## src/rtl/pong_frame_renderer_if.sv

```systemverilog
// Pixel stream from the Pong frame renderer to the LED matrix driver.
// Valid/ready handshake carrying one pixel with its coordinate and end-of-row/frame marks.
interface pong_frame_renderer_if #(
    parameter int unsigned COLS = 64,
    parameter int unsigned ROWS = 64
);
    localparam int unsigned XW = $clog2(COLS);
    localparam int unsigned YW = $clog2(ROWS);

    logic          pix_valid;
    logic          pix_ready;
    logic          pix_data;
    logic [XW-1:0] pix_x;
    logic [YW-1:0] pix_y;
    logic          pix_eol;
    logic          pix_last;

    modport master (
        output pix_valid, pix_data, pix_x, pix_y, pix_eol, pix_last,
        input  pix_ready
    );

    modport slave (
        input  pix_valid, pix_data, pix_x, pix_y, pix_eol, pix_last,
        output pix_ready
    );
endinterface

```

## src/rtl/pong_frame_renderer.sv

```systemverilog
// Raster renderer: snapshots game state on a frame request and streams the frame
// one pixel per handshake in row-major order, with backpressure.
module pong_frame_renderer #(
    parameter int unsigned COLS        = 64,
    parameter int unsigned ROWS        = 64,
    parameter int unsigned PAD_LEN     = 6,
    parameter int unsigned PAD_W       = 2,
    parameter int unsigned P1_X        = 0,
    parameter int unsigned P2_X        = COLS - 2,
    parameter int unsigned PAD_MIN     = 5,
    parameter int unsigned PAD_MAX     = ROWS - PAD_LEN,
    parameter int unsigned MID_X       = 30,
    parameter int unsigned MID_W       = 2,
    parameter int unsigned DASH_PERIOD = 3,
    parameter int unsigned DASH_ON     = 2,
    parameter int unsigned SC1_X       = 14,
    parameter int unsigned SC2_X       = 46,
    parameter int unsigned SC_Y        = 1,
    localparam int unsigned XW         = $clog2(COLS),
    localparam int unsigned YW         = $clog2(ROWS)
) (
    input  logic          clk,
    input  logic          rst_n,
    input  logic          frame_start,
    input  logic [XW-1:0] bx,
    input  logic [YW-1:0] by,
    input  logic [YW-1:0] p1y,
    input  logic [YW-1:0] p2y,
    input  logic [2:0]    sc1,
    input  logic [2:0]    sc2,
    input  logic          show_mid,
    input  logic          show_score,
    pong_frame_renderer_if.master pix,
    output logic          busy,
    output logic          frame_done
);
    localparam int unsigned PW = (DASH_PERIOD > 1) ? $clog2(DASH_PERIOD) : 1;

    typedef enum logic {IDLE, SCAN} state_t;

    state_t        state_q, state_d;
    logic [XW-1:0] x_q, x_d, bx_q, bx_d;
    logic [YW-1:0] y_q, y_d, by_q, by_d, p1_q, p1_d, p2_q, p2_d;
    logic [PW-1:0] phase_q, phase_d;
    logic [2:0]    sc1_q, sc1_d, sc2_q, sc2_d;
    logic          mid_q, mid_d, score_q, score_d;
    logic          frame_done_q, frame_done_d;

    logic x_end, y_end, hs, load, lit;

    function automatic logic [14:0] glyph(input logic [2:0] v);
        unique case (v)
            3'd0: glyph = 15'h7B6F;
            3'd1: glyph = 15'h2492;
            3'd2: glyph = 15'h73E7;
            3'd3: glyph = 15'h73CF;
            3'd4: glyph = 15'h5BC9;
            3'd5: glyph = 15'h79CF;
            3'd6: glyph = 15'h79EF;
            3'd7: glyph = 15'h7249;
        endcase
    endfunction

    // Unsigned wrap makes (v - lo) < len a single-compare range test.
    function automatic logic in_span(input int unsigned v, input int unsigned lo,
                                     input int unsigned len);
        in_span = (v - lo) < len;
    endfunction

    function automatic logic glyph_hit(input int unsigned xi, input int unsigned yi,
                                       input int unsigned gx, input logic [14:0] g);
        int unsigned r, c;
        logic [14:0] sh;
        glyph_hit = 1'b0;
        if (in_span(xi, gx, 3) && in_span(yi, SC_Y, 5)) begin
            r  = yi - SC_Y;
            c  = xi - gx;
            sh = g >> (14 - (3 * r + c));
            glyph_hit = sh[0];
        end
    endfunction

    function automatic logic [YW-1:0] clamp_pad(input logic [YW-1:0] p);
        if (32'(p) < PAD_MIN)      clamp_pad = YW'(PAD_MIN);
        else if (32'(p) > PAD_MAX) clamp_pad = YW'(PAD_MAX);
        else                       clamp_pad = p;
    endfunction

    assign x_end = (32'(x_q) == COLS - 1);
    assign y_end = (32'(y_q) == ROWS - 1);
    assign hs    = (state_q == SCAN) && pix.pix_ready;

    always_ff @(posedge clk or negedge rst_n) begin
        if (!rst_n) begin
            state_q      <= IDLE;
            x_q          <= '0;
            y_q          <= '0;
            phase_q      <= '0;
            bx_q         <= '0;
            by_q         <= '0;
            p1_q         <= '0;
            p2_q         <= '0;
            sc1_q        <= '0;
            sc2_q        <= '0;
            mid_q        <= 1'b0;
            score_q      <= 1'b0;
            frame_done_q <= 1'b0;
        end else begin
            state_q      <= state_d;
            x_q          <= x_d;
            y_q          <= y_d;
            phase_q      <= phase_d;
            bx_q         <= bx_d;
            by_q         <= by_d;
            p1_q         <= p1_d;
            p2_q         <= p2_d;
            sc1_q        <= sc1_d;
            sc2_q        <= sc2_d;
            mid_q        <= mid_d;
            score_q      <= score_d;
            frame_done_q <= frame_done_d;
        end
    end

    always_comb begin
        state_d      = state_q;
        x_d          = x_q;
        y_d          = y_q;
        phase_d      = phase_q;
        bx_d         = bx_q;
        by_d         = by_q;
        p1_d         = p1_q;
        p2_d         = p2_q;
        sc1_d        = sc1_q;
        sc2_d        = sc2_q;
        mid_d        = mid_q;
        score_d      = score_q;
        frame_done_d = 1'b0;
        load         = 1'b0;

        unique case (state_q)
            IDLE: begin
                if (frame_start) begin
                    load    = 1'b1;
                    state_d = SCAN;
                end
            end
            SCAN: begin
                if (hs) begin
                    if (x_end) begin
                        x_d     = '0;
                        y_d     = y_end ? '0 : y_q + 1'b1;
                        phase_d = (32'(phase_q) == DASH_PERIOD - 1) ? '0 : phase_q + 1'b1;
                    end else begin
                        x_d = x_q + 1'b1;
                    end
                    // A request coinciding with the final handshake chains the next frame.
                    if (x_end && y_end) begin
                        frame_done_d = 1'b1;
                        if (frame_start) load    = 1'b1;
                        else             state_d = IDLE;
                    end
                end
            end
        endcase

        if (load) begin
            x_d     = '0;
            y_d     = '0;
            phase_d = '0;
            bx_d    = bx;
            by_d    = by;
            p1_d    = clamp_pad(p1y);
            p2_d    = clamp_pad(p2y);
            sc1_d   = sc1;
            sc2_d   = sc2;
            mid_d   = show_mid;
            score_d = show_score;
        end
    end

    always_comb begin
        int unsigned xi, yi;
        xi  = 32'(x_q);
        yi  = 32'(y_q);
        lit = 1'b0;
        if (x_q == bx_q && y_q == by_q)                                   lit = 1'b1;
        if (in_span(xi, P1_X, PAD_W) && in_span(yi, 32'(p1_q), PAD_LEN)) lit = 1'b1;
        if (in_span(xi, P2_X, PAD_W) && in_span(yi, 32'(p2_q), PAD_LEN)) lit = 1'b1;
        if (mid_q && in_span(xi, MID_X, MID_W) && 32'(phase_q) < DASH_ON) lit = 1'b1;
        if (score_q && glyph_hit(xi, yi, SC1_X, glyph(sc1_q)))           lit = 1'b1;
        if (score_q && glyph_hit(xi, yi, SC2_X, glyph(sc2_q)))           lit = 1'b1;

        busy          = (state_q == SCAN);
        frame_done    = frame_done_q;
        pix.pix_valid = busy;
        pix.pix_data  = busy && lit;
        pix.pix_x     = x_q;
        pix.pix_y     = y_q;
        pix.pix_eol   = busy && x_end;
        pix.pix_last  = busy && x_end && y_end;
    end
endmodule

```

## src/flat_wrapper.sv

```systemverilog
// flat-port wrapper written by rule: the top's interface ports become plain ports
module pong_frame_renderer_flat 
#(
    parameter int unsigned COLS        = 64,
    parameter int unsigned ROWS        = 64,
    parameter int unsigned PAD_LEN     = 6,
    parameter int unsigned PAD_W       = 2,
    parameter int unsigned P1_X        = 0,
    parameter int unsigned P2_X        = COLS - 2,
    parameter int unsigned PAD_MIN     = 5,
    parameter int unsigned PAD_MAX     = ROWS - PAD_LEN,
    parameter int unsigned MID_X       = 30,
    parameter int unsigned MID_W       = 2,
    parameter int unsigned DASH_PERIOD = 3,
    parameter int unsigned DASH_ON     = 2,
    parameter int unsigned SC1_X       = 14,
    parameter int unsigned SC2_X       = 46,
    parameter int unsigned SC_Y        = 1,
    localparam int unsigned XW         = $clog2(COLS),
    localparam int unsigned YW         = $clog2(ROWS)
)
  (clk, rst_n, frame_start, bx, by, p1y, p2y, sc1, sc2, show_mid, show_score, busy, frame_done, pix_pix_valid, pix_pix_data, pix_pix_x, pix_pix_y, pix_pix_eol, pix_pix_last, pix_pix_ready);
  pong_frame_renderer_if #(.COLS(COLS), .ROWS(ROWS)) pix_i ();
  input  logic clk;
  input  logic rst_n;
  input  logic frame_start;
  input  logic [XW-1:0] bx;
  input  logic [YW-1:0] by;
  input  logic [YW-1:0] p1y;
  input  logic [YW-1:0] p2y;
  input  logic [2:0] sc1;
  input  logic [2:0] sc2;
  input  logic show_mid;
  input  logic show_score;
  output logic busy;
  output logic frame_done;
  output wire logic [$bits(pix_i.pix_valid)-1:0] pix_pix_valid;
  output wire logic [$bits(pix_i.pix_data)-1:0] pix_pix_data;
  output wire logic [$bits(pix_i.pix_x)-1:0] pix_pix_x;
  output wire logic [$bits(pix_i.pix_y)-1:0] pix_pix_y;
  output wire logic [$bits(pix_i.pix_eol)-1:0] pix_pix_eol;
  output wire logic [$bits(pix_i.pix_last)-1:0] pix_pix_last;
  input wire logic [$bits(pix_i.pix_ready)-1:0] pix_pix_ready;
  assign pix_pix_valid = pix_i.pix_valid;
  assign pix_pix_data = pix_i.pix_data;
  assign pix_pix_x = pix_i.pix_x;
  assign pix_pix_y = pix_i.pix_y;
  assign pix_pix_eol = pix_i.pix_eol;
  assign pix_pix_last = pix_i.pix_last;
  assign pix_i.pix_ready = pix_pix_ready;
  pong_frame_renderer #(.COLS(COLS), .ROWS(ROWS), .PAD_LEN(PAD_LEN), .PAD_W(PAD_W), .P1_X(P1_X), .P2_X(P2_X), .PAD_MIN(PAD_MIN), .PAD_MAX(PAD_MAX), .MID_X(MID_X), .MID_W(MID_W), .DASH_PERIOD(DASH_PERIOD), .DASH_ON(DASH_ON), .SC1_X(SC1_X), .SC2_X(SC2_X), .SC_Y(SC_Y)) u_core (.clk(clk), .rst_n(rst_n), .frame_start(frame_start), .bx(bx), .by(by), .p1y(p1y), .p2y(p2y), .sc1(sc1), .sc2(sc2), .show_mid(show_mid), .show_score(show_score), .pix(pix_i), .busy(busy), .frame_done(frame_done));
endmodule
```

## config.mk

```make
export PLATFORM = sky130hd
export DESIGN_NAME = pong_frame_renderer_flat
export DESIGN_NICKNAME = d
export VERILOG_FILES = /design/src/rtl/pong_frame_renderer_if.sv /design/src/rtl/pong_frame_renderer.sv /design/src/flat_wrapper.sv
export SDC_FILE = /design/constraint.sdc
export NUM_CORES = 1
export LEC_CHECK = 0
export ABC_AREA = 0
export BUFFER_PORTS_ARGS = -buffer_cell sky130_fd_sc_hd__buf_2
export CELL_PAD_IN_SITES_DETAIL_PLACEMENT = 1
export CELL_PAD_IN_SITES_GLOBAL_PLACEMENT = 2
export CORE_MARGIN = 8
export CORE_UTILIZATION = 35
export CTS_BUF_LIST = sky130_fd_sc_hd__clkbuf_16
export DETAILED_ROUTE_END_ITERATION = 7
export GPL_TIMING_DRIVEN = 0
export PLACE_DENSITY = 0.91
export SETUP_SLACK_MARGIN = 0.4
export SYNTH_ARGS = -nofsm -noshare
export SYNTH_HDL_FRONTEND = slang
export SYNTH_SLANG_ARGS = --single-unit
```

## constraint.sdc

```tcl
create_clock -name clk -period 9.8 [get_ports clk]
set_input_delay 0 -clock clk [delete_from_list [all_inputs] [get_ports clk]]
set_output_delay 0 -clock clk [all_outputs]
set_load 0.05 [all_outputs]
```

==> impl_metrics.ini <==
[outcome]
status = complete, no violations

[synth]
synth-edff-count = 0
synth_nets = 733
synth_top_family_by_area = simple AND/OR/NAND/NOR gates
synth.area.mux_share = 0.0105
synthCells = 621
yosysWarnings = 0
ys.flop_type = dfrtp_1
synthAdderAreaFrac = 0.196
synthSimpleGateAreaFrac = 0.230
synth_compound_area_frac = 0.180
netlist_area_um2 = 5000
synth.avg_cell_area_um2 = 8.05
synth_cell_types = 63
async_flop_share = 1.00
synth_seq_area_share = 0.240
synthXorXnorAreaFrac = 0.0783
ys_ff_latch = 48

[setup_path]
critPathMostFrequentCell = ha_1
critPathMaxFanout = 11
r2r_slack_ns = 7.06
path_buf_inv = 2
crit_start = u_core.pix.pix_y[1]
cpMaxStageDelayCell = dfrtp_1
max_stage_delay_ns = 0.73
path_class = flop to output pin
r2r_cells = 8
cp_top_family = compound AO/OA/AOI/OAI gates
worstSetupStartpointType = flop
cp-end-kind = output pin
reg2reg_from = u_core.pix.pix_y[1]
worstReg2RegEnd = u_core.p2_q[0]
critPathRequiredTime_ns = 9.80
worstPathArrival_ns = 6.65

[sta]
clock.fmax_mhz = 150
tns_ns = 0
clock_skew_ns = 0.00410
rsz0062_at_grt = no
fin_crit_ns = 6.65
hold_violations = 0
setup_viol = 0
relSlewSlack = 0.249
whs_ns = 0.00817
fin_crit_sh = 0.679
slew_viol_final = 0
tightest_slew_ns = 1.13

[drt]
via_per_inst = 5.45
ant_nets = 0
vias = 4808
drc = 0
drt-initial-drc-count = 175
wl_per_cell_um = 17.2
dr.pass1.iters = 4
totalWireLength_mm = 15.2

[worst_hold_path]
hp-class = input pin to flop
hp-start = p2y[3]
holdPathEnd = u_core.p2_q[3]
min_path_cells = 3

[clocking]
clock_latency_ns = 0.29
clkTransAtPathRegs_ns = 0.06
cts-root-buf = clkbuf_16
clk_path_buf_depth = 2
cts_sinks = 48
cts_tree = done
cts-htree-levels = 2
cts_resized = 0
cts_buffers = 5
postCtsSetupBuffers = 0

[finish]
antenna_cells = 0
final_common_cell = nand2_1
drive_gt1_frac = 0.124
area_delta_synth_final_pct = 16.8
mostFrequentLayoutCells = 98 x nand2_1, 72 x ha_1, 61 x buf_2, 52 x inv_1, 48 x dfrtp_1
nets = 814
fill_cells = 1724

[grt]
grt_pass1_vias = 5259
antenna_found_initial = 0
grt_pass1_wl_mm = 25.2
grt-ovfl-total = 0
grt_max_degree = 49
track_usage = 0.167

[floorplan]
fp.dieW_um = 136
row_count = 43
dieArea_um2 = 18400
ioPinCount = 54
die_height_um = 136
initial_core_util = 0.359
core-area_um2 = 13900

[placed_design]
gp_congestion = 0.828
portBuffers = 52
dp_hpwl_mm = 12.0

[power]
powerDensity_nw_per_um2 = 370
peakVddDrop_v = 0.000147
p_leak_uw = 0.00285

[flow_run]
max_cap_violations = 0
[cells by family after synthesis]
family          count (synthesis)
simple gates                  234
buf+inv                        77
flops                          48
fa+ha+maj                      76
compound gates                142
mux                             4
xor+xnor                       40
[sequential cells by signal, summed over array words and instances, names as in the netlist]
register / count
u_core.phase_q: 2
u_core.busy: 1
u_core.frame_done: 1
u_core.p2_q: 6
u_core.p1_q: 6
u_core.score_q: 1
u_core.mid_q: 1
u_core.sc2_q: 3
u_core.pix.pix_y: 6
u_core.pix.pix_x: 6
u_core.by_q: 6
u_core.bx_q: 6
u_core.sc1_q: 3
[cell usage after synthesis (11+ instances only)]
library cell  instances  share of area
a21oi_1              29          0.029
clkbuf_1             12         0.0090
dfrtp_1              48           0.24
ha_1                 72           0.18
inv_1                51          0.038
nand2_1              98          0.074
nand3_1              17          0.017
nor2_1               43          0.032
nor3_1               15          0.015
o21ai_0              45          0.045
xnor2_1              11          0.019
xor2_1               25          0.044
[per-layer routing]
layer,global-route usage,up-vias,wire length (um)
li1,-,2343,-
met1,0.188,2349,6480
met2,0.319,89,8000
met3,0.0167,27,372
met4,0.0555,0,331
met5,0,-,0
[repair_timing]
action,4_1_cts,5_1_grt
endpoints found under the hold margin,69,0
hold buffers,22,0
endpoints found under the setup margin,0,0
[final cells by class]
cell class / count / area, um^2 / share of cell area
clock inverters: 2 / 8.76 / 0.00150
repair buffers: 74 / 480 / 0.0823
inverters: 52 / 195 / 0.0334
flip-flops and latches: 48 / 1200 / 0.206
clock buffers: 5 / 125 / 0.0214
multi-input cells: 496 / 3480 / 0.595
well taps: 180 / 225 / 0.0386
plain buffers: 25 / 128 / 0.0219
[through the flow]
step | setup WS [ns] | total power (uW) | instance area (um^2) | utilization | instances
after floorplan | 3.66 | 1580 | 5000 | - | 621
final | 3.15 | 2160 | 5840 | 0.419 | 882
after CTS | 3.07 | 2190 | 5840 | 0.419 | 882
after global routing | 2.50 | 2420 | 5840 | 0.419 | 882
after detailed placement | 3.41 | 2000 | 5490 | 0.394 | 853
after global placement | 3.54 | 1900 | 5490 | 0.394 | 853
[where the power goes]
part	leakage (uW)	switching (uW)	internal, uW
clock network	0.0000709	73.8	91.9
registers	0.000593	38.7	227
logic	0.00218	1040	689
total	0.00285	1160	1010
[how the worst max path moves through the flow]
stage                     slack, ns           end  cells past startpoint
after detailed placement       3.41  pix_pix_data                     25
after CTS                      3.07  pix_pix_data                     25
final                          3.15  pix_pix_data                     25
after global placement         3.54  pix_pix_data                     25
after floorplan                3.66  pix_pix_data                     24
after global routing           2.50  pix_pix_data                     25
[worst reg2reg max path, cell delays in order, from the launching register on]
cell	delay (ns)
dfrtp_1	0.73
ha_1	0.30
and3_1	0.18
and3_1	0.18
nand3_1	0.15
a21boi_2	0.35
buf_2	0.33
buf_2	0.29
a21oi_1	0.10
Power figures use the tool's default switching activity.
